==> src/rtl/mips_load_store_unit.sv <==
// Load/store unit bridging a MIPS datapath request port onto an Avalon-MM master.
// One request at a time: IDLE accepts, BUS runs the Avalon transfer, RESP pulses completion.
module mips_load_store_unit #(
    parameter bit ALIGN_CHECK = 1'b1
) (
    input  logic        clk,
    input  logic        reset,
    input  logic        req_valid,
    output logic        req_ready,
    input  logic        req_write,
    input  logic [31:0] req_addr,
    input  logic [1:0]  req_size,
    input  logic        req_signed,
    input  logic [31:0] req_wdata,
    output logic        resp_valid,
    output logic [31:0] resp_rdata,
    output logic        resp_error,
    output logic [31:0] address,
    output logic        read,
    output logic        write,
    input  logic        waitrequest,
    output logic [31:0] writedata,
    output logic [3:0]  byteenable,
    input  logic [31:0] readdata
);

    typedef enum logic [1:0] {
        IDLE = 2'd0,
        BUS  = 2'd1,
        RESP = 2'd2
    } state_t;

    state_t      state_r;
    logic        write_r;
    logic        signed_r;
    logic [1:0]  size_r;
    logic [1:0]  lane_r;

    logic [1:0]  lane_s;
    logic        illegal_s;

    function automatic logic [3:0] lane_enable(input logic [1:0] size, input logic [1:0] lane);
        logic [3:0] be;
        case (size)
            2'b00:   be = 4'b0001 << lane;
            2'b01:   be = lane[1] ? 4'b1100 : 4'b0011;
            2'b10:   be = 4'b1111;
            default: be = 4'b0000;
        endcase
        return be;
    endfunction

    function automatic logic [31:0] replicate_wdata(input logic [1:0] size, input logic [31:0] wdata);
        logic [31:0] wd;
        case (size)
            2'b00:   wd = {4{wdata[7:0]}};
            2'b01:   wd = {2{wdata[15:0]}};
            2'b10:   wd = wdata;
            default: wd = 32'h0000_0000;
        endcase
        return wd;
    endfunction

    // Lane offset is already forced to the access size, so word loads see a zero shift.
    function automatic logic [31:0] format_load(input logic [1:0] size, input logic [1:0] lane,
                                                input logic sgn, input logic [31:0] rdata);
        logic [31:0] sh;
        logic [31:0] res;
        sh = rdata >> {lane, 3'b000};
        case (size)
            2'b00:   res = {{24{sgn & sh[7]}}, sh[7:0]};
            2'b01:   res = {{16{sgn & sh[15]}}, sh[15:0]};
            2'b10:   res = sh;
            default: res = 32'h0000_0000;
        endcase
        return res;
    endfunction

    // Classify the incoming request and derive its effective byte lane.
    always_comb begin
        lane_s    = 2'b00;
        illegal_s = 1'b0;
        case (req_size)
            2'b00: begin
                lane_s    = req_addr[1:0];
                illegal_s = 1'b0;
            end
            2'b01: begin
                lane_s    = {req_addr[1], 1'b0};
                illegal_s = (ALIGN_CHECK == 1'b1) && req_addr[0];
            end
            2'b10: begin
                lane_s    = 2'b00;
                illegal_s = (ALIGN_CHECK == 1'b1) && (req_addr[1:0] != 2'b00);
            end
            default: begin
                lane_s    = 2'b00;
                illegal_s = 1'b1;
            end
        endcase
    end

    // Request/bus/response sequencer with all outputs registered.
    always_ff @(posedge clk or posedge reset) begin
        if (reset) begin
            state_r    <= IDLE;
            req_ready  <= 1'b1;
            read       <= 1'b0;
            write      <= 1'b0;
            resp_valid <= 1'b0;
            resp_error <= 1'b0;
            resp_rdata <= 32'h0000_0000;
            address    <= 32'h0000_0000;
            writedata  <= 32'h0000_0000;
            byteenable <= 4'b0000;
            write_r    <= 1'b0;
            signed_r   <= 1'b0;
            size_r     <= 2'b00;
            lane_r     <= 2'b00;
        end else begin
            case (state_r)
                IDLE: begin
                    if (req_valid) begin
                        write_r   <= req_write;
                        signed_r  <= req_signed;
                        size_r    <= req_size;
                        lane_r    <= lane_s;
                        req_ready <= 1'b0;
                        if (illegal_s) begin
                            state_r    <= RESP;
                            resp_valid <= 1'b1;
                            resp_error <= 1'b1;
                            resp_rdata <= 32'h0000_0000;
                        end else begin
                            state_r    <= BUS;
                            read       <= ~req_write;
                            write      <= req_write;
                            address    <= {req_addr[31:2], 2'b00};
                            byteenable <= lane_enable(req_size, lane_s);
                            writedata  <= replicate_wdata(req_size, req_wdata);
                        end
                    end else begin
                        state_r <= IDLE;
                    end
                end
                BUS: begin
                    if (!waitrequest) begin
                        state_r    <= RESP;
                        read       <= 1'b0;
                        write      <= 1'b0;
                        resp_valid <= 1'b1;
                        resp_error <= 1'b0;
                        resp_rdata <= write_r ? 32'h0000_0000
                                              : format_load(size_r, lane_r, signed_r, readdata);
                    end else begin
                        state_r <= BUS;
                    end
                end
                RESP: begin
                    state_r    <= IDLE;
                    resp_valid <= 1'b0;
                    resp_error <= 1'b0;
                    req_ready  <= 1'b1;
                end
                default: begin
                    state_r    <= IDLE;
                    read       <= 1'b0;
                    write      <= 1'b0;
                    resp_valid <= 1'b0;
                    resp_error <= 1'b0;
                    req_ready  <= 1'b1;
                end
            endcase
        end
    end

endmodule

==> config.mk <==
export PLATFORM = sky130hd
export DESIGN_NAME = mips_load_store_unit
export DESIGN_NICKNAME = d
export VERILOG_FILES = /design/src/rtl/mips_load_store_unit.sv
export SDC_FILE = /design/constraint.sdc
export NUM_CORES = 1
export LEC_CHECK = 0
export CELL_PAD_IN_SITES_DETAIL_PLACEMENT = 1
export CELL_PAD_IN_SITES_GLOBAL_PLACEMENT = 2
export CORE_ASPECT_RATIO = 0.9
export CORE_MARGIN = 5
export CORE_UTILIZATION = 41
export CTS_CLUSTER_DIAMETER = 200
export CTS_CLUSTER_SIZE = 10
export DETAILED_ROUTE_END_ITERATION = 7
export DONT_BUFFER_PORTS = 1
export GPL_ROUTABILITY_DRIVEN = 0
export PLACE_DENSITY = 0.86
export SKIP_CTS_REPAIR_TIMING = 1
export SYNTH_ARGS = -nofsm -noshare
export SYNTH_HDL_FRONTEND = slang
export SYNTH_SLANG_ARGS = --single-unit
==> constraint.sdc <==
create_clock -name clk -period 7.11 [get_ports clk]
set_clock_uncertainty 0.1 [all_clocks]
set_input_delay 0.711 -clock clk [delete_from_list [all_inputs] [get_ports clk]]
set_output_delay 0.711 -clock clk [all_outputs]
set_load 0.05 [all_outputs]
=== After elaboration in Yosys (flattened, before gate mapping) ===
Cells that the tools add are included.

* Memory bits (read-only): 0
* Bits in writable memories: 0
* Logic and storage cells: 72
* Flip-flop bits (word level): 111
* Bits in latches: 0
* Memories: 0

* Multiplexer cells: 29
* Divide/modulo/power cells: 0
* Bitwise gates (word level): 6
* Add/subtract/negate cells: 0
* Magnitude comparators: 0
* Multipliers: 0
* Shift operators: 2
* Eq/ne operators: 10
* Reduce and logical (&&, ||, !) cells: 11

{| class="wikitable"
|+ Operators by type and width
! cell !! count
|-
| 32-bit one-hot mux with 3 select lines || 2
|-
| 32-bit 2-to-1 mux || 4
|-
| 32-bit one-hot mux with 2 select lines || 1
|-
| 32-bit by 5-bit right shift with 32-bit output || 1
|-
| 4-bit one-hot mux with 3 select lines || 1
|-
| 1-bit 2-to-1 mux || 9
|-
| 1-bit one-hot mux with 3 select lines || 3
|-
| 2-bit inequality test (second input constant) || 4
|-
| 2-bit one-hot mux with 2 select lines || 2
|-
| 4-bit AND reduction || 2
|-
| 2-bit by 1-bit == test with 1-bit output (second input constant) || 3
|-
| 2-bit == test (second input constant) || 3
|-
| 2-bit logical NOT || 3
|-
| 2-bit 2-to-1 mux || 3
|-
| 1-bit one-hot mux with 2 select lines || 3
|-
| 3-bit AND reduction || 2
|-
| 4-bit 2-to-1 mux || 1
|-
| 1-bit NOT || 4
|-
| 2-bit AND reduction || 2
|-
| 2-bit nonzero test || 2
|-
| 1-bit by 2-bit left shift with 4-bit output (first input constant) || 1
|-
| 1-bit AND || 2
|}

=== Longest topological paths before layout ===
* Depth after elaboration: 6
* Mapped depth: 7
* Mapped depth without buffers: 4

=== Least setup slack after synthesis ===
No wires, ideal clock.

* Path type: input to register
* From: input waitrequest
* To: register resp_rdata[18]
* Setup slack: 4.790 ns
* Buffers on the path: 2
* Stages: 6
* Setup time: 0.068 ns
* Data arrival time: 2.152 ns
* Cells stage by stage: or3b_4 -> a211o_1 -> buf_2 -> a2111oi_4 -> buf_6 -> a221o_1

* Word-level cells in the longest chain between the ends: 2

{| class="wikitable"
|+ Ends and longest elaborated chain
! what !! line !! RTL
|-
| start, declared || 21 || <nowiki>input logic waitrequest,</nowiki>
|-
| 2-bit inequality test (no source line) || n/a ||
|-
| 4-bit AND reduction (no source line) || n/a ||
|-
| end signal, assigned || 153 || <nowiki>resp_rdata <= write_r ? 32'h0000_0000</nowiki>
|-
| end, declared || 16 || <nowiki>output logic [31:0] resp_rdata,</nowiki>
|}

Every way passes these cells.
A chain may end at the register's enable or synchronous reset.

=== Worst setup path after layout ===
* From: register lane_r[1]
* To: register resp_rdata[29]

* Word-level cells in the longest chain between the ends: 6
* Elaborated cells between the ends (all ways): 7
* Classes of those cells: 1 x shift; 4 x mux; 2 x bitwise

{| class="wikitable"
|+ Ends and longest elaborated chain
! what !! line !! RTL
|-
| start, declared || 37 || <nowiki>logic [1:0] lane_r;</nowiki>
|-
| start signal, assigned || 127 || <nowiki>lane_r <= lane_s;</nowiki>
|-
| 32-bit by 5-bit right shift with 32-bit output (*) || 69 || <nowiki>sh = rdata >> {lane, 3'b000};</nowiki>
|-
| 1-bit AND (on tied branches) || 72, 71 ||
|-
| 32-bit one-hot mux with 3 select lines (*) || 70 || <nowiki>case (size)</nowiki>
|-
| 32-bit 2-to-1 mux (*) || 153 ||
|-
| 32-bit 2-to-1 mux (*) || 147 || <nowiki>if (!waitrequest) begin</nowiki>
|-
| 32-bit one-hot mux with 2 select lines (*) || 121 || <nowiki>case (state_r)</nowiki>
|}

Mark *: on every way between the ends. The rest lies on a longest branch, timed or not. The select of a mux whose other input is x is not followed.

==> metrics.yaml <==
maxSlewHeadroom_pct: 21.29
critPathMaxFanout: 36
path_clk_slew_ns: 0.07
p_int_mw: 1.333
nets: 547
fin_cells: 612
worst_pin_slew_ns: 1.181
cp-end-kind: "flip-flop"
reg2reg_setup_slack_ns: 4.28
hold_violations: 0
synth_seq_cells: 111
p_clk_share_pct: 23.0
synth_edf_count: 0
grt_pass1_wl_mm: 20.94
htreeDepth: 3
layout_worst_path_cycle_share_pct: 39.79
clk_latency_ns: 0.34
cts_root_buffer: "clkbuf_16"
avgSynthCellArea_sq_um: 11.06
criticalPathCategory: "flip-flop to flip-flop"
tritoncts: "yes"
place_inst: 596
post-route-min-period_ns: 2.829
synth_fa_ha_area_share_pct: 0
holdWs_ns: 0.2234
cts.sinks: 111
numCtsBuffers: 9
netlist_area_sq_um: 5189
final_max_slew_viol_count: 0
final_cell_mix: "110 x dfrtp_1, 48 x nand2_1, 46 x mux2_2, 43 x a21oi_1, 40 x o21ai_0"
synth_top_family_by_area: "compound AO/OA/AOI/OAI gates"
power.leakage_nw: 2.385
area_growth_pct: 8.030
synthFlopType: "dfrtp_1"
grt_setup_unrepaired: "no"
synth_warnings: 0
vias: 3541
num_io_pins: 209
final_common_cell: "dfrtp_1"
async_flop_share_pct: 100.0
grt_pass1_vias: 3715
drive_above_1_share_pct: 16.96
yosysSeqAreaShare_pct: 53.56
worstReg2RegEnd: "resp_rdata[29]"
synth-xor-area-share_pct: 0.1688
coreArea_sq_um: 12540
drtIter0Drc: 219
r2r-start: "lane_r[1]"
ir_worst_vdd_mv: 0.3051
dr.pass1.iters: 4
fmax_mhz: 353.5
synthCells: 469
die_area_sq_um: 15010
grt.overflow.total: 0
avgViaCountPerCell: 5.786
cp.arrival_ns: 3.00
drcViolationCount: 0
drtAntennaViolNets: 0
r2r_cells: 4
dieHeight_microns: 116.7
die_w_microns: 128.6
p_sw_share_pct: 46.62
fill_cells: 1337
io_buffer_count: 0
status: "completed"
wire_per_inst_microns: 22.01
hp-class: "input port to async pin"
critPathLaunchType: "flip-flop"
finalSetupViolCount: 0
power_frac_comb_pct: 14.0
critPathRequiredTime_ns: 7.28
p_switching_mw: 1.164
pwr-share-seq_pct: 63.0
wl_mm: 13.47
muxShareOfSynthArea_pct: 13.74
antenna_found_initial: 0
p_total_mw: 2.498
track_usage_pct: 17.82
place_hpwl_mm: 9.984
clockBufferDepth: 2
fp-row-count: 39
cap_viol_max_count: 0
synthDistinctLibCells: 44
start_util_pct: 41.37
n_antenna_cell: 0
fin_tns_setup_ns: 0
yosys.area_share.simple_pct: 9.284
pwr_density_cell_nw_per_um2: 445.6
grt_max_degree: 92
synth_compound_area_share_pct: 19.22
fin_util_pct: 44.70
## flip-flops by register name, summed over array words and instances (netlist names)
signal / count
write: 1
lane_r: 2
req_ready: 1
write_r: 1
size_r: 2
read: 1
signed_r: 1
byteenable: 4
writedata: 32
resp_valid: 1
address: 30
resp_rdata: 32
resp_error: 1
state_r: 2
## power groups by stage
stage	logic, mW	clock network [mW]	registers, mW
floorplan	0.321	0	1.51
global placement	0.335	0	1.58
detailed placement	0.356	0	1.59
CTS	0.356	0.592	1.58
global route	0.396	0.615	1.60
finish	0.350	0.574	1.57
## final cells by class
cell class | instances | area (sq um) | area share, %
sequential | 111 | 2779 | 49.58
timing repair buffer | 4 | 30.03 | 0.5357
clock inverter | 4 | 95.09 | 1.696
inverter | 6 | 25.02 | 0.4464
clock buffer | 12 | 246.5 | 4.397
multi-input combinational | 311 | 2225 | 39.69
tap | 164 | 205.2 | 3.661
## per-layer routing
metal	global-route usage, %	vias up	routed length, microns	part of all wire (%)
met5	0	-	0	0
met2	27.59	140	6222	46
li1	-	1639	-	-
met3	7.819	12	1336	9.9
met4	4.619	0	172	1.3
met1	23.09	1750	5738	43
## metrics by stage
stage,setup slack [ns],cell area (sq um)
2_1_floorplan,3.370,5192
3_3_place_gp,4.345,5264
3_5_place_dp,4.282,5264
4_1_cts,4.267,5605
5_1_grt,4.082,5605
6_report,4.281,5605
## critical path: stages, from the launching register on
cell,delay (ns)
dfrtp_1,0.82
nand2b_1,0.36
nor4_2,0.67
nor2b_1,0.55
a221o_1,0.25
## worst max-delay path by stage
stage,cells past startpoint,to,start,slack [ns]
final,4,resp_rdata[29],lane_r[1],4.28
after global routing,4,resp_rdata[29],lane_r[1],4.08
after detailed placement,4,resp_rdata[29],waitrequest,4.28
after floorplan,1,address[10],reset,3.37
after CTS,4,resp_rdata[29],lane_r[1],4.27
after global placement,4,resp_rdata[26],waitrequest,4.35
## Yosys cell counts (12+ instances only)
cell         n  area [sq um]
a21oi_1     43         215.2
a221o_1     16         160.2
a2bb2oi_1   15         131.4
clkbuf_1    32         120.1
dfrtp_1    110          2753
mux2_2      46         518.0
mux2i_1     15         150.1
nand2_1     48         180.2
nor2_1      17         63.81
nor2b_1     12         75.07
o21ai_0     40         200.2
o2bb2ai_1   15         131.4
## cells by family after synthesis
logic type | after synthesis
AO/OA/AOI/OAI | 146
XOR/XNOR | 1
buffers and inverters | 48
flip-flops | 111
multiplexers | 63
other | 1
AND/OR/NAND/NOR | 99
(Power assumes the default switching activity.)
